File: src/rtl/gp_fifo_pkg.sv
// Shared sizing and pointer helpers for the general-purpose FIFO family.
package gp_fifo_pkg;

    localparam int unsigned MIN_SLOTS = 2;

    function automatic int unsigned ptr_w(input int unsigned slots);
        return (slots > 1) ? $clog2(slots) : 1;
    endfunction

    function automatic int unsigned cnt_w(input int unsigned slots);
        return $clog2(slots + 1);
    endfunction

    // Explicit compare so depths that are not a power of two wrap correctly.
    function automatic int unsigned wrap_inc(input int unsigned ptr, input int unsigned slots);
        return (ptr >= slots - 1) ? 0 : ptr + 1;
    endfunction

endpackage

File: src/rtl/gp_fifo_wrap_ptr.sv
// Modulo-SLOTS pointer with enable and synchronous clear.
module gp_fifo_wrap_ptr
    import gp_fifo_pkg::*;
#(
    parameter int unsigned SLOTS = 4,
    parameter int unsigned PW    = ptr_w(SLOTS)
) (
    input  logic          clk,
    input  logic          arst,
    input  logic          clr,
    input  logic          en,
    output logic [PW-1:0] ptr
);

    always_ff @(posedge clk or posedge arst) begin
        if (arst) begin
            ptr <= '0;
        end else if (clr) begin
            ptr <= '0;
        end else if (en) begin
            ptr <= PW'(wrap_inc(32'(ptr), SLOTS));
        end
    end

endmodule

File: src/rtl/sync_gp_fifo.sv
// Single-clock FIFO with arbitrary depth, occupancy count, almost-full/empty
// thresholds, FWFT or registered read, sync flush and sticky error flags.
module sync_gp_fifo
    import gp_fifo_pkg::*;
#(
    parameter int unsigned SLOTS     = 4,
    parameter int unsigned WIDTH     = 8,
    parameter int unsigned AFULL_TH  = SLOTS - 1,
    parameter int unsigned AEMPTY_TH = 1,
    parameter int unsigned FWFT      = 1
) (
    input  logic                       clk,
    input  logic                       arst,
    input  logic                       flush_i,
    input  logic                       wr_en_i,
    input  logic [WIDTH-1:0]           wr_data_i,
    output logic                       wr_full_o,
    output logic                       wr_afull_o,
    input  logic                       rd_en_i,
    output logic [WIDTH-1:0]           rd_data_o,
    output logic                       rd_valid_o,
    output logic                       rd_empty_o,
    output logic                       rd_aempty_o,
    output logic [$clog2(SLOTS+1)-1:0] count_o,
    output logic                       ovf_o,
    output logic                       udf_o
);

    localparam int unsigned PW = ptr_w(SLOTS);
    localparam int unsigned CW = cnt_w(SLOTS);

    if (SLOTS < MIN_SLOTS) begin : g_bad_slots
        $error("sync_gp_fifo: SLOTS must be >= 2");
    end
    if (AFULL_TH < 1 || AFULL_TH > SLOTS) begin : g_bad_afull
        $error("sync_gp_fifo: AFULL_TH must be in 1..SLOTS");
    end
    if (AEMPTY_TH > SLOTS - 1) begin : g_bad_aempty
        $error("sync_gp_fifo: AEMPTY_TH must be in 0..SLOTS-1");
    end

    logic [WIDTH-1:0] mem [SLOTS];
    logic [PW-1:0]    wr_ptr;
    logic [PW-1:0]    rd_ptr;
    logic [CW-1:0]    count_q;
    logic [CW-1:0]    count_d;
    logic             full_q;
    logic             afull_q;
    logic             empty_q;
    logic             aempty_q;
    logic             ovf_q;
    logic             udf_q;
    logic             wr_acc;
    logic             rd_acc;

    // Acceptance uses the flags registered at cycle start; flush overrides both.
    assign wr_acc = wr_en_i & ~full_q  & ~flush_i;
    assign rd_acc = rd_en_i & ~empty_q & ~flush_i;

    gp_fifo_wrap_ptr #(.SLOTS(SLOTS), .PW(PW)) u_wr_ptr (
        .clk  (clk),
        .arst (arst),
        .clr  (flush_i),
        .en   (wr_acc),
        .ptr  (wr_ptr)
    );

    gp_fifo_wrap_ptr #(.SLOTS(SLOTS), .PW(PW)) u_rd_ptr (
        .clk  (clk),
        .arst (arst),
        .clr  (flush_i),
        .en   (rd_acc),
        .ptr  (rd_ptr)
    );

    // Storage is deliberately left without reset.
    always_ff @(posedge clk) begin
        if (wr_acc) begin
            mem[wr_ptr] <= wr_data_i;
        end
    end

    always_comb begin
        count_d = count_q;
        if (flush_i) begin
            count_d = '0;
        end else if (wr_acc && !rd_acc) begin
            count_d = count_q + CW'(1);
        end else if (rd_acc && !wr_acc) begin
            count_d = count_q - CW'(1);
        end
    end

    // Flags are registered decodes of the next count so they track count_o exactly.
    always_ff @(posedge clk or posedge arst) begin
        if (arst) begin
            count_q  <= '0;
            full_q   <= 1'b0;
            afull_q  <= 1'b0;
            empty_q  <= 1'b1;
            aempty_q <= 1'b1;
        end else begin
            count_q  <= count_d;
            full_q   <= (count_d == CW'(SLOTS));
            afull_q  <= (count_d >= CW'(AFULL_TH));
            empty_q  <= (count_d == '0);
            aempty_q <= (count_d <= CW'(AEMPTY_TH));
        end
    end

    always_ff @(posedge clk or posedge arst) begin
        if (arst) begin
            ovf_q <= 1'b0;
            udf_q <= 1'b0;
        end else if (flush_i) begin
            ovf_q <= 1'b0;
            udf_q <= 1'b0;
        end else begin
            if (wr_en_i && full_q) begin
                ovf_q <= 1'b1;
            end
            if (rd_en_i && empty_q) begin
                udf_q <= 1'b1;
            end
        end
    end

    if (FWFT != 0) begin : g_fwft
        assign rd_data_o  = mem[rd_ptr];
        assign rd_valid_o = ~empty_q;
    end else begin : g_regrd
        logic [WIDTH-1:0] rd_data_q;
        logic             rd_valid_q;

        // Valid pulses for exactly the cycle after an accepted read.
        always_ff @(posedge clk or posedge arst) begin
            if (arst) begin
                rd_data_q  <= '0;
                rd_valid_q <= 1'b0;
            end else if (flush_i) begin
                rd_valid_q <= 1'b0;
            end else begin
                rd_valid_q <= rd_acc;
                if (rd_acc) begin
                    rd_data_q <= mem[rd_ptr];
                end
            end
        end

        assign rd_data_o  = rd_data_q;
        assign rd_valid_o = rd_valid_q;
    end

    assign wr_full_o   = full_q;
    assign wr_afull_o  = afull_q;
    assign rd_empty_o  = empty_q;
    assign rd_aempty_o = aempty_q;
    assign count_o     = count_q;
    assign ovf_o       = ovf_q;
    assign udf_o       = udf_q;

endmodule

File: config.mk
export PLATFORM = sky130hd
export DESIGN_NAME = sync_gp_fifo
export DESIGN_NICKNAME = d
export VERILOG_FILES = /design/src/rtl/gp_fifo_pkg.sv /design/src/rtl/gp_fifo_wrap_ptr.sv /design/src/rtl/sync_gp_fifo.sv
export SDC_FILE = /design/constraint.sdc
export NUM_CORES = 1
export LEC_CHECK = 0
export CELL_PAD_IN_SITES_DETAIL_PLACEMENT = 0
export CELL_PAD_IN_SITES_GLOBAL_PLACEMENT = 1
export CORE_UTILIZATION = 43
export CTS_BUF_LIST = sky130_fd_sc_hd__clkbuf_16
export DETAILED_ROUTE_END_ITERATION = 6
export GPL_TIMING_DRIVEN = 0
export PLACE_DENSITY_LB_ADDON = 0.05
export RECOVER_POWER = 100
export SYNTH_ARGS = -nofsm -noshare
export SYNTH_HDL_FRONTEND = slang
export SYNTH_HIERARCHICAL = 1
export SYNTH_SLANG_ARGS = --single-unit
File: constraint.sdc
create_clock -name clk -period 2 [get_ports clk]
set_input_delay 0.3 -clock clk [delete_from_list [all_inputs] [get_ports clk]]
set_output_delay 0.3 -clock clk [all_outputs]
set_load 0.05 [all_outputs]
* Word-level counts from Yosys, hierarchy flattened
Memory sizes are Yosys's and may differ from the RTL's.
Cells that the tools add are included.
Widths: inputs -> output; s select.
** Word-level totals
- Logic and storage cells :: 52
- RAM bits :: 32
- Output and inout port bits :: 18
- Register bits after elaboration :: 13
- Input bits :: 13
- Memories :: 1
** Memory list
- mem :: depth 4, width 8, rd ports 1, clocked after memory_dff 0, wr ports 1, RTL line sync_gp_fifo.sv:42 : logic [WIDTH-1:0] mem [SLOTS];
** Operators by class
- Order comparisons :: 4
- Multiplexer cells :: 15
- Add/subtract/negate cells :: 4
- Bitwise gates (word level) :: 7
- Reduce and logical (&&, ||, !) cells :: 11
- Eq/ne operators :: 1
** Operators by type and width (count)
- $mux 2 :: 6
- $mux 3 :: 3
- $reduce_bool 2->1 :: 4
- $mux 1 :: 6
- $add 2x1->2 const B :: 2
- $and 1x1->1 :: 4
- $ge 2x2->1 const B :: 2
- $logic_and 1x1->1 :: 4
- $add 3x1->3 const B :: 1
- $eq 3x3->1 const B :: 1
- $ge 3x2->1 const B :: 1
- $le 3x1->1 const B :: 1
- $logic_not 3->1 :: 1
- $not 1->1 :: 3
- $sub 3x1->3 const B :: 1
- $logic_not 1->1 :: 2

* Longest topological paths before layout
Gate-level depths: netlist (run 1).
- Depth in word-level cells :: 9
- Gate-level depth with buffers :: 6

* Hierarchy
Netlist (run 1), hierarchy kept.
** Modules (own cells, without submodules)
- sync_gp_fifo :: cells an instance 104, times used 1, area an instance 1707.9 µm², sequential area each 1188.6 µm²
- gp_fifo_wrap_ptr :: cells an instance 9, times used 2, area an instance 103.8 µm², sequential area each 50.0 µm²

* Worst setup path after synthesis (run 1)
OpenSTA, ideal clock, no wires.
- Kind :: reg-to-reg
- Start point :: register full_q, in the netlist wr_full_o
- End point :: memory mem[0][0], enable pin
- Buffers on the path :: 0
- Required time :: 1.605 ns
- Arrival time :: 1.692 ns
- Path slack :: -0.086 ns
- Clock period less this slack :: 2.086 ns
- Stages on the path, launching flop included :: 3
- Cells stage by stage :: dfrtp_1 > nand2b_1 > nor4_1
** Between the ends
- Longest elaborated chain between the ends :: 5
** RTL lines
- start, declared :: RTL line sync_gp_fifo.sv:47 : logic full_q;
- start signal, assigned :: RTL line sync_gp_fifo.sv:104 : full_q <= (count_d == CW'(SLOTS));
- $not 1->1 :: RTL line sync_gp_fifo.sv:57 : assign wr_acc = wr_en_i & ~full_q & ~flush_i;
- $and 1x1->1 (2 in series) :: RTL line sync_gp_fifo.sv:57
- $mux 1 :: RTL line sync_gp_fifo.sv:78 : if (wr_acc) begin
- $mux 1 (not written as such) :: RTL line sync_gp_fifo.sv:79 : mem[wr_ptr] <= wr_data_i;
- end, declared :: RTL line sync_gp_fifo.sv:42
Every way passes these cells.

* Worst setup path in the final report (run 1)
- Start point :: register u_rd_ptr.ptr[0]
- End point :: output port rd_data_o[1]
** Between the ends
- Longest elaborated chain between the ends :: 1
** RTL lines
- start, declared :: RTL line gp_fifo_wrap_ptr.sv:12 : output logic [PW-1:0] ptr
- start signal, assigned :: RTL line gp_fifo_wrap_ptr.sv:21 : ptr <= PW'(wrap_inc(32'(ptr), SLOTS));
- $mem_v2 4x8
- end, declared :: RTL line sync_gp_fifo.sv:20 : output logic [WIDTH-1:0] rd_data_o,
Every way passes these cells.

==> results of run 1 <==
## placed cells by master, fill, tap and decap left out, types with 4 or more instances in the layout
cell type	n
nand2b_1	4
nor2_1	9
dfrtp_1	11
mux4_2	8
edfxtp_1	32
inv_1	7
clkbuf_16	5
dlygate4sd3_1	17
buf_2	9
ha_1	4
clkdlybuf4s50_1	4
## sequential cells by signal (all words and copies together), names as in the netlist
signal,flops
count_o,3
mem,32
ovf_o,1
rd_aempty_o,1
rd_empty_o,1
u_rd_ptr/ptr,2
u_wr_ptr/ptr,2
udf_o,1
wr_afull_o,1
wr_full_o,1
## cells in the mapped netlist (2+ instances only)
library cell,instances,area (um2)
a21oi_1,2,10.0
a21oi_2,2,17.5
and3_1,2,12.5
dfrtp_1,11,275
dfstp_2,2,52.6
edfxtp_1,32,961
ha_1,4,50.1
inv_1,7,26.3
mux2i_1,3,30.0
mux4_2,8,180
nand2_1,2,7.51
nand2b_1,4,25.0
nand3b_1,2,15.0
nor2_1,11,41.3
nor2b_1,3,18.8
nor3_1,2,10.0
nor4_1,2,12.5
o211ai_1,3,22.5
o21ai_0,2,10.0
o21bai_1,2,15.0
or3b_1,2,17.5
xnor2_1,2,17.5
## per-stage QoR
step | area [um2] | std cells | setup WS, ns | setup TNS [ns] | power [mW]
after floorplan | 1920 | 122 | 0.0676 | 0 | 1.57
after global placement | 2280 | 202 | -0.591 | -13.51 | 1.77
after detailed placement | 2280 | 202 | -0.597 | -14.81 | 1.77
after CTS | 2430 | 209 | -0.198 | -0.198 | 2.66
after global routing | 2420 | 209 | 0.0131 | 0 | 2.71
final | 2420 | 209 | 0.0839 | 0 | 2.60
## path summary, 6_finish.rpt
kind / depth (start not counted) / to / startpoint
setup / recovery: 3 / rd_data_o[1] / u_rd_ptr/ptr[0]$_DFFE_PP0P_
hold / removal: 2 / u_rd_ptr/ptr[0]$_DFFE_PP0P_ / arst
setup reg to reg: 5 / wr_afull_o$_DFF_PP0_ / rd_empty_o$_DFF_PP1_
hold reg to reg: 2 / udf_o$_DFFE_PP0P_ / udf_o$_DFFE_PP0P_
max in group asynchronous: 2 / rd_empty_o$_DFF_PP1_ / arst
min in group clk: 2 / udf_o$_DFFE_PP0P_ / udf_o$_DFFE_PP0P_
## routing by layer
layer / vias up / routed length, um / share of wire / GRT usage
met1: 569 / 1380 / 0.42 / 0.184
met2: 21 / 1770 / 0.54 / 0.282
li1: 533 / - / - / -
met4: 0 / 29 / 0.0088 / 0.0765
met3: 2 / 119 / 0.036 / 0.0493
met5: - / 0 / 0 / 0
## final cells by class
type,instances,area (um2),area share
Tap cell,50,62.6,0.0259
Inverter,7,26.3,0.0109
Clock inverter,2,35.0,0.0145
Timing Repair Buffer,30,254,0.105
Sequential cell,45,1290,0.533
Buffer,5,28.8,0.0119
Clock buffer,5,125,0.0518
Multi-Input combinational cell,65,596,0.247
## kinds of logic after synthesis
logic type               after synthesis
AND/OR/NAND/NOR                       33
buffers and inverters                 12
flip-flops                            45
XOR/XNOR                               3
AO/OA/AOI/OAI                         14
multiplexers                          11
adder cells (fa/ha/maj)                4
## what timing repair did
item	4_1_cts	5_1_grt
pin swaps	0	1
endpoints found under the setup margin	32	41
resized for setup	41	8
## power by group
group	switching (mW)	total, mW	leakage (nW)	internal [mW]
Combinational	0.391	0.597	0.363	0.206
Sequential	0.0494	1.12	0.461	1.07
Clock	0.309	0.888	0.0797	0.579
Total	0.750	2.60	0.904	1.85
==> results_dict.tcl, run 1 <==
set metrics [dict create \
    outcome "completed" \
    drtIter0Drc 73 \
    avgSynthCellArea_um2 15.7 \
    postCtsHoldBufs 0 \
    grt_setup_unrepaired "false" \
    syn-cell-area_um2 1920 \
    slowest_delay_ns 0.51 \
    synth_compound_area_frac 0.0516 \
    drv_slew 0 \
    design.final.nets 176 \
    cell_leakage_power_nw 0.904 \
    floorplan.core_area_um2 4140 \
    grt.total_usage 0.163 \
    drive_above_1_share 0.220 \
    post_synth_and_or_nand_nor_area_fraction 0.0973 \
    grt_max_degree 14 \
    post_synth_xor_area_fraction 0.0137 \
    antenna-diode-count 0 \
    dr.pass1.iters 4 \
    finalSetupViolations 0 \
    relSlewSlack 0.584 \
    holdWs_ns 0.354 \
    synth_warn 6 \
    slew_worst_pin_ns 0.620 \
    ys_async_sr_fraction 0.289 \
    core.rowCount 23 \
    boundaryPins 31 \
    clock.fmax_mhz 522 \
    netlist-cell-type-count 34 \
    synth_top_family_by_area "multiplexers" \
    root_buffer "clkbuf_16" \
    max-vdd-ir-drop_mv 0.616 \
    buf_inv_stages_crit_path 2 \
    timing.critical_path.max_delay_family "multiplexers" \
    antenna_found_initial 0 \
    power_density_of_the_placed_cells_nw_per_um2 1080 \
    synth-main-ff-cell "edfxtp_1" \
    worstSetupPathType "register to primary output" \
    floorplan.die_area_um2 4730 \
    grt_pass1_wl_um 5180 \
    critPathLaunchType "register" \
    drt-wirelength-per-cell_um 15.8 \
    cts_tree "done" \
    synth_edf_count 32 \
    netlist_instances 122 \
    via_count 1125 \
    end_kind "primary output" \
    buffer_ports.inserted 30 \
    dpl.hpwl_um 2350 \
    ant_nets 0 \
    min_period_over_period 0.958 \
    timing_hold_violations_final 0 \
    clock_path_buffers 2 \
    worst_setup_hold_path_clk_slew_ns 0.06 \
    synth.net_count 139 \
    fill_cells 353 \
    yosys-mux-area-fraction 0.110 \
    starting_utilization_of_the_core_area 0.462 \
    clk_latency_ns 0.28 \
    vias_per_cell 5.38 \
    crit_fanout 8 \
    timing.critical_path.required_ns 1.70 \
    skew_ns 0.00403 \
    finish.utilization 0.583 \
    cap_viol_max_count 0 \
    cp_cell_sequence "buf_6, mux4_2, buf_2" \
    sequential_fraction_of_the_synthesis_area 0.673 \
    die-height_um 68.7 \
    detail_route.wirelength_um 3300 \
    cts-htree-levels 2 \
    drc_viols 0 \
    first_global_vias 1075 \
    cts_sinks 45 \
    globalRoute.totalOverflow 0 \
    cts-buffers-inserted 5 \
    critical_path_arrival_ns 1.62 \
    synth_fa_ha_area_frac 0.0261 \
    layout_min_cycle_time_ns 1.92 \
    cp_slowest_cell "mux4_2" \
    dieWidth_um 68.7 \
    reg2reg_slack_ns 0.25 \
    flow.area_growth_from_synthesis_pct 26.1 \
    synth-seq-cells 45 \
    cts_setup_buffers 0 \
    routabilityCongestion 0.820 \
    worstHoldPathType "input pin to asynchronous set/reset pin" \
]
Power figures use the tool's default switching activity.
==> run 2: changes to the inputs <==
CELL_PAD_IN_SITES_DETAIL_PLACEMENT = 1   (was 0)
==> run 2 against run 1 <==
Sequential share of layout area is 0.11 points higher. Global-route usage is 2.2 points higher. Final cell count stayed put. First-iteration DRC count is 2.7% higher. Die area stayed put. Sequential power hardly changed. Hold slack hardly changed. Largest cell class unchanged. Via count is 2.7% lower. Core utilization is 0.12 points lower. Register-to-register slack worse by 0.08 ns.
==> results_dict.tcl, run 2 (synthesis results as in run 1) <==
set metrics [dict create \
    outcome "completed" \
    floorplan.core_area_um2 4140 \
    final_common_cell "edfxtp_1" \
    cell_leakage_power_nw 0.904 \
    layout.cell_area.non_filler_um2 2410 \
    setup_ws_ns 0.0801 \
    clock.fmax_mhz 521 \
    critPathLaunchType "input pin" \
    finalSetupViolations 0 \
    cts-buffers-inserted 5 \
    dr.pass1.iters 4 \
    grt_pass1_wl_um 5720 \
    drc_viols 0 \
    end_kind "register" \
    postCtsHoldBufs 0 \
    reg2reg_slack_ns 0.17 \
    floorplan.die_area_um2 4730 \
    grt_setup_unrepaired "false" \
    boundaryPins 31 \
    max-vdd-ir-drop_mv 0.550 \
    dieWidth_um 68.7 \
    worstSetupPathType "input pin to register" \
    crit_fanout 6 \
    cts_sinks 45 \
    placedInstanceArea_um2 2280 \
    r2r-end "mem[3][7]$_DFFE_PP_" \
    clock_path_buffers 2 \
    finish.utilization 0.582 \
    rr_worst_depth 3 \
    worstSetupPathDepth 6 \
    largest-register "mem" \
    starting_utilization_of_the_core_area 0.462 \
    via_count 1095 \
    antenna_found_initial 0 \
    relSlewSlack 0.577 \
    critical_path_arrival_ns 2.11 \
    vias_per_cell 5.24 \
    drtIter0Drc 75 \
    clk_latency_ns 0.28 \
    buf_inv_stages_crit_path 2 \
    timing.critical_path.max_delay_family "buffers and inverters" \
    cts_setup_buffers 0 \
    skew_ns 0.00343 \
    detailedPlace.worstSlack_ns -0.541 \
    routabilityCongestion 0.820 \
    cts-htree-levels 2 \
    cp_slowest_cell "dlygate4sd3_1" \
    timing_hold_violations_final 0 \
    cp_cell_sequence "dlygate4sd3_1, nor2b_1, clkbuf_1, or4_1, o211a_2, a31oi_1" \
    buffer_ports.inserted 30 \
    slew_worst_pin_ns 0.629 \
    fin_setup_tns_ns 0 \
    grt.total_usage 0.185 \
    globalRoute.totalOverflow 0 \
    most-common-layout-cells "edfxtp_1, dlygate4sd3_1, dfrtp_1, nor2_1" \
    detail_route.wirelength_um 3680 \
    endpoint "wr_afull_o$_DFF_PP0_" \
    min_period_over_period 0.960 \
    worstHoldPathType "input pin to asynchronous set/reset pin" \
    ant_nets 0 \
    drive_above_1_share 0.208 \
    die-height_um 68.7 \
    timing.critical_path.from "rd_en_i" \
    power_density_of_the_placed_cells_nw_per_um2 1090 \
    rr_startpoint "wr_full_o$_DFF_PP0_" \
    slowest_delay_ns 0.61 \
    flow.area_growth_from_synthesis_pct 25.9 \
    worst_setup_hold_path_clk_slew_ns 0.06 \
    layout_min_cycle_time_ns 1.92 \
    cap_viol_max_count 0 \
    grt_max_degree 14 \
    core.rowCount 23 \
    drv_slew 0 \
    antenna-diode-count 0 \
    cts_tree "done" \
    largest_register_ffs 32 \
    holdWs_ns 0.354 \
    timing.critical_path.required_ns 2.19 \
    root_buffer "clkbuf_16" \
    design.final.nets 176 \
    dpl.hpwl_um 2550 \
    first_global_vias 1158 \
    drt-wirelength-per-cell_um 17.6 \
]
-- run 2: timing repair --
action / in CTS / in global routing
pin swaps: 0 / 1
endpoints found under the setup margin: 32 / 33
resized for setup: 41 / 7
-- run 2: cell type report --
cell class | count | area [um2]
Multi-Input combinational cell | 65 | 591
Buffer | 5 | 28.8
Sequential cell | 45 | 1290
Timing Repair Buffer | 30 | 254
Inverter | 7 | 26.3
Tap cell | 50 | 62.6
Clock inverter | 2 | 35.0
Fill cell | 410 | 1730
Clock buffer | 5 | 125
-- run 2: how the worst min path moves through the flow --
| stage | start | endpoint | slack (ns) | cells after the start |
|---|---|---|---|---|
| floorplan | arst | u_rd_ptr/ptr[0]$_DFFE_PP0P_ | 0.04 | 1 |
| global placement | udf_o$_DFFE_PP0P_ | udf_o$_DFFE_PP0P_ | 0.48 | 2 |
| detailed placement | udf_o$_DFFE_PP0P_ | udf_o$_DFFE_PP0P_ | 0.49 | 2 |
| CTS | arst | u_wr_ptr/ptr[1]$_DFFE_PP0P_ | 0.22 | 2 |
| global route | arst | u_wr_ptr/ptr[1]$_DFFE_PP0P_ | 0.37 | 2 |
| finish | arst | u_wr_ptr/ptr[1]$_DFFE_PP0P_ | 0.35 | 2 |
-- run 2: worst reg2reg max path: stages, from the launching register on --
cell and delay, ns:
dfrtp_1 0.40, nand2b_1 0.27, nor2_1 0.34, and3_1 0.48
-- run 2: per-stage QoR --
step | instances | power (mW)
2_1_floorplan | 122 | 1.57
3_3_place_gp | 202 | 1.77
5_1_grt | 209 | 2.73
6_report | 209 | 2.62
4_1_cts | 209 | 2.68
3_5_place_dp | 202 | 1.78
-- run 2: routing by layer --
layer	up-vias	part of all wire	wire (um)	global-route usage
met4	0	0.014	51	0.0842
met3	4	0.032	119	0.0641
met1	540	0.42	1540	0.203
li1	531	-	-	-
met5	-	0	0	0
met2	20	0.54	1970	0.321
-- run 2: where the power goes --
part           total [mW]  internal, mW  switching, mW
clock network       0.902         0.579          0.322
logic               0.600         0.206          0.395
registers            1.12          1.07         0.0483
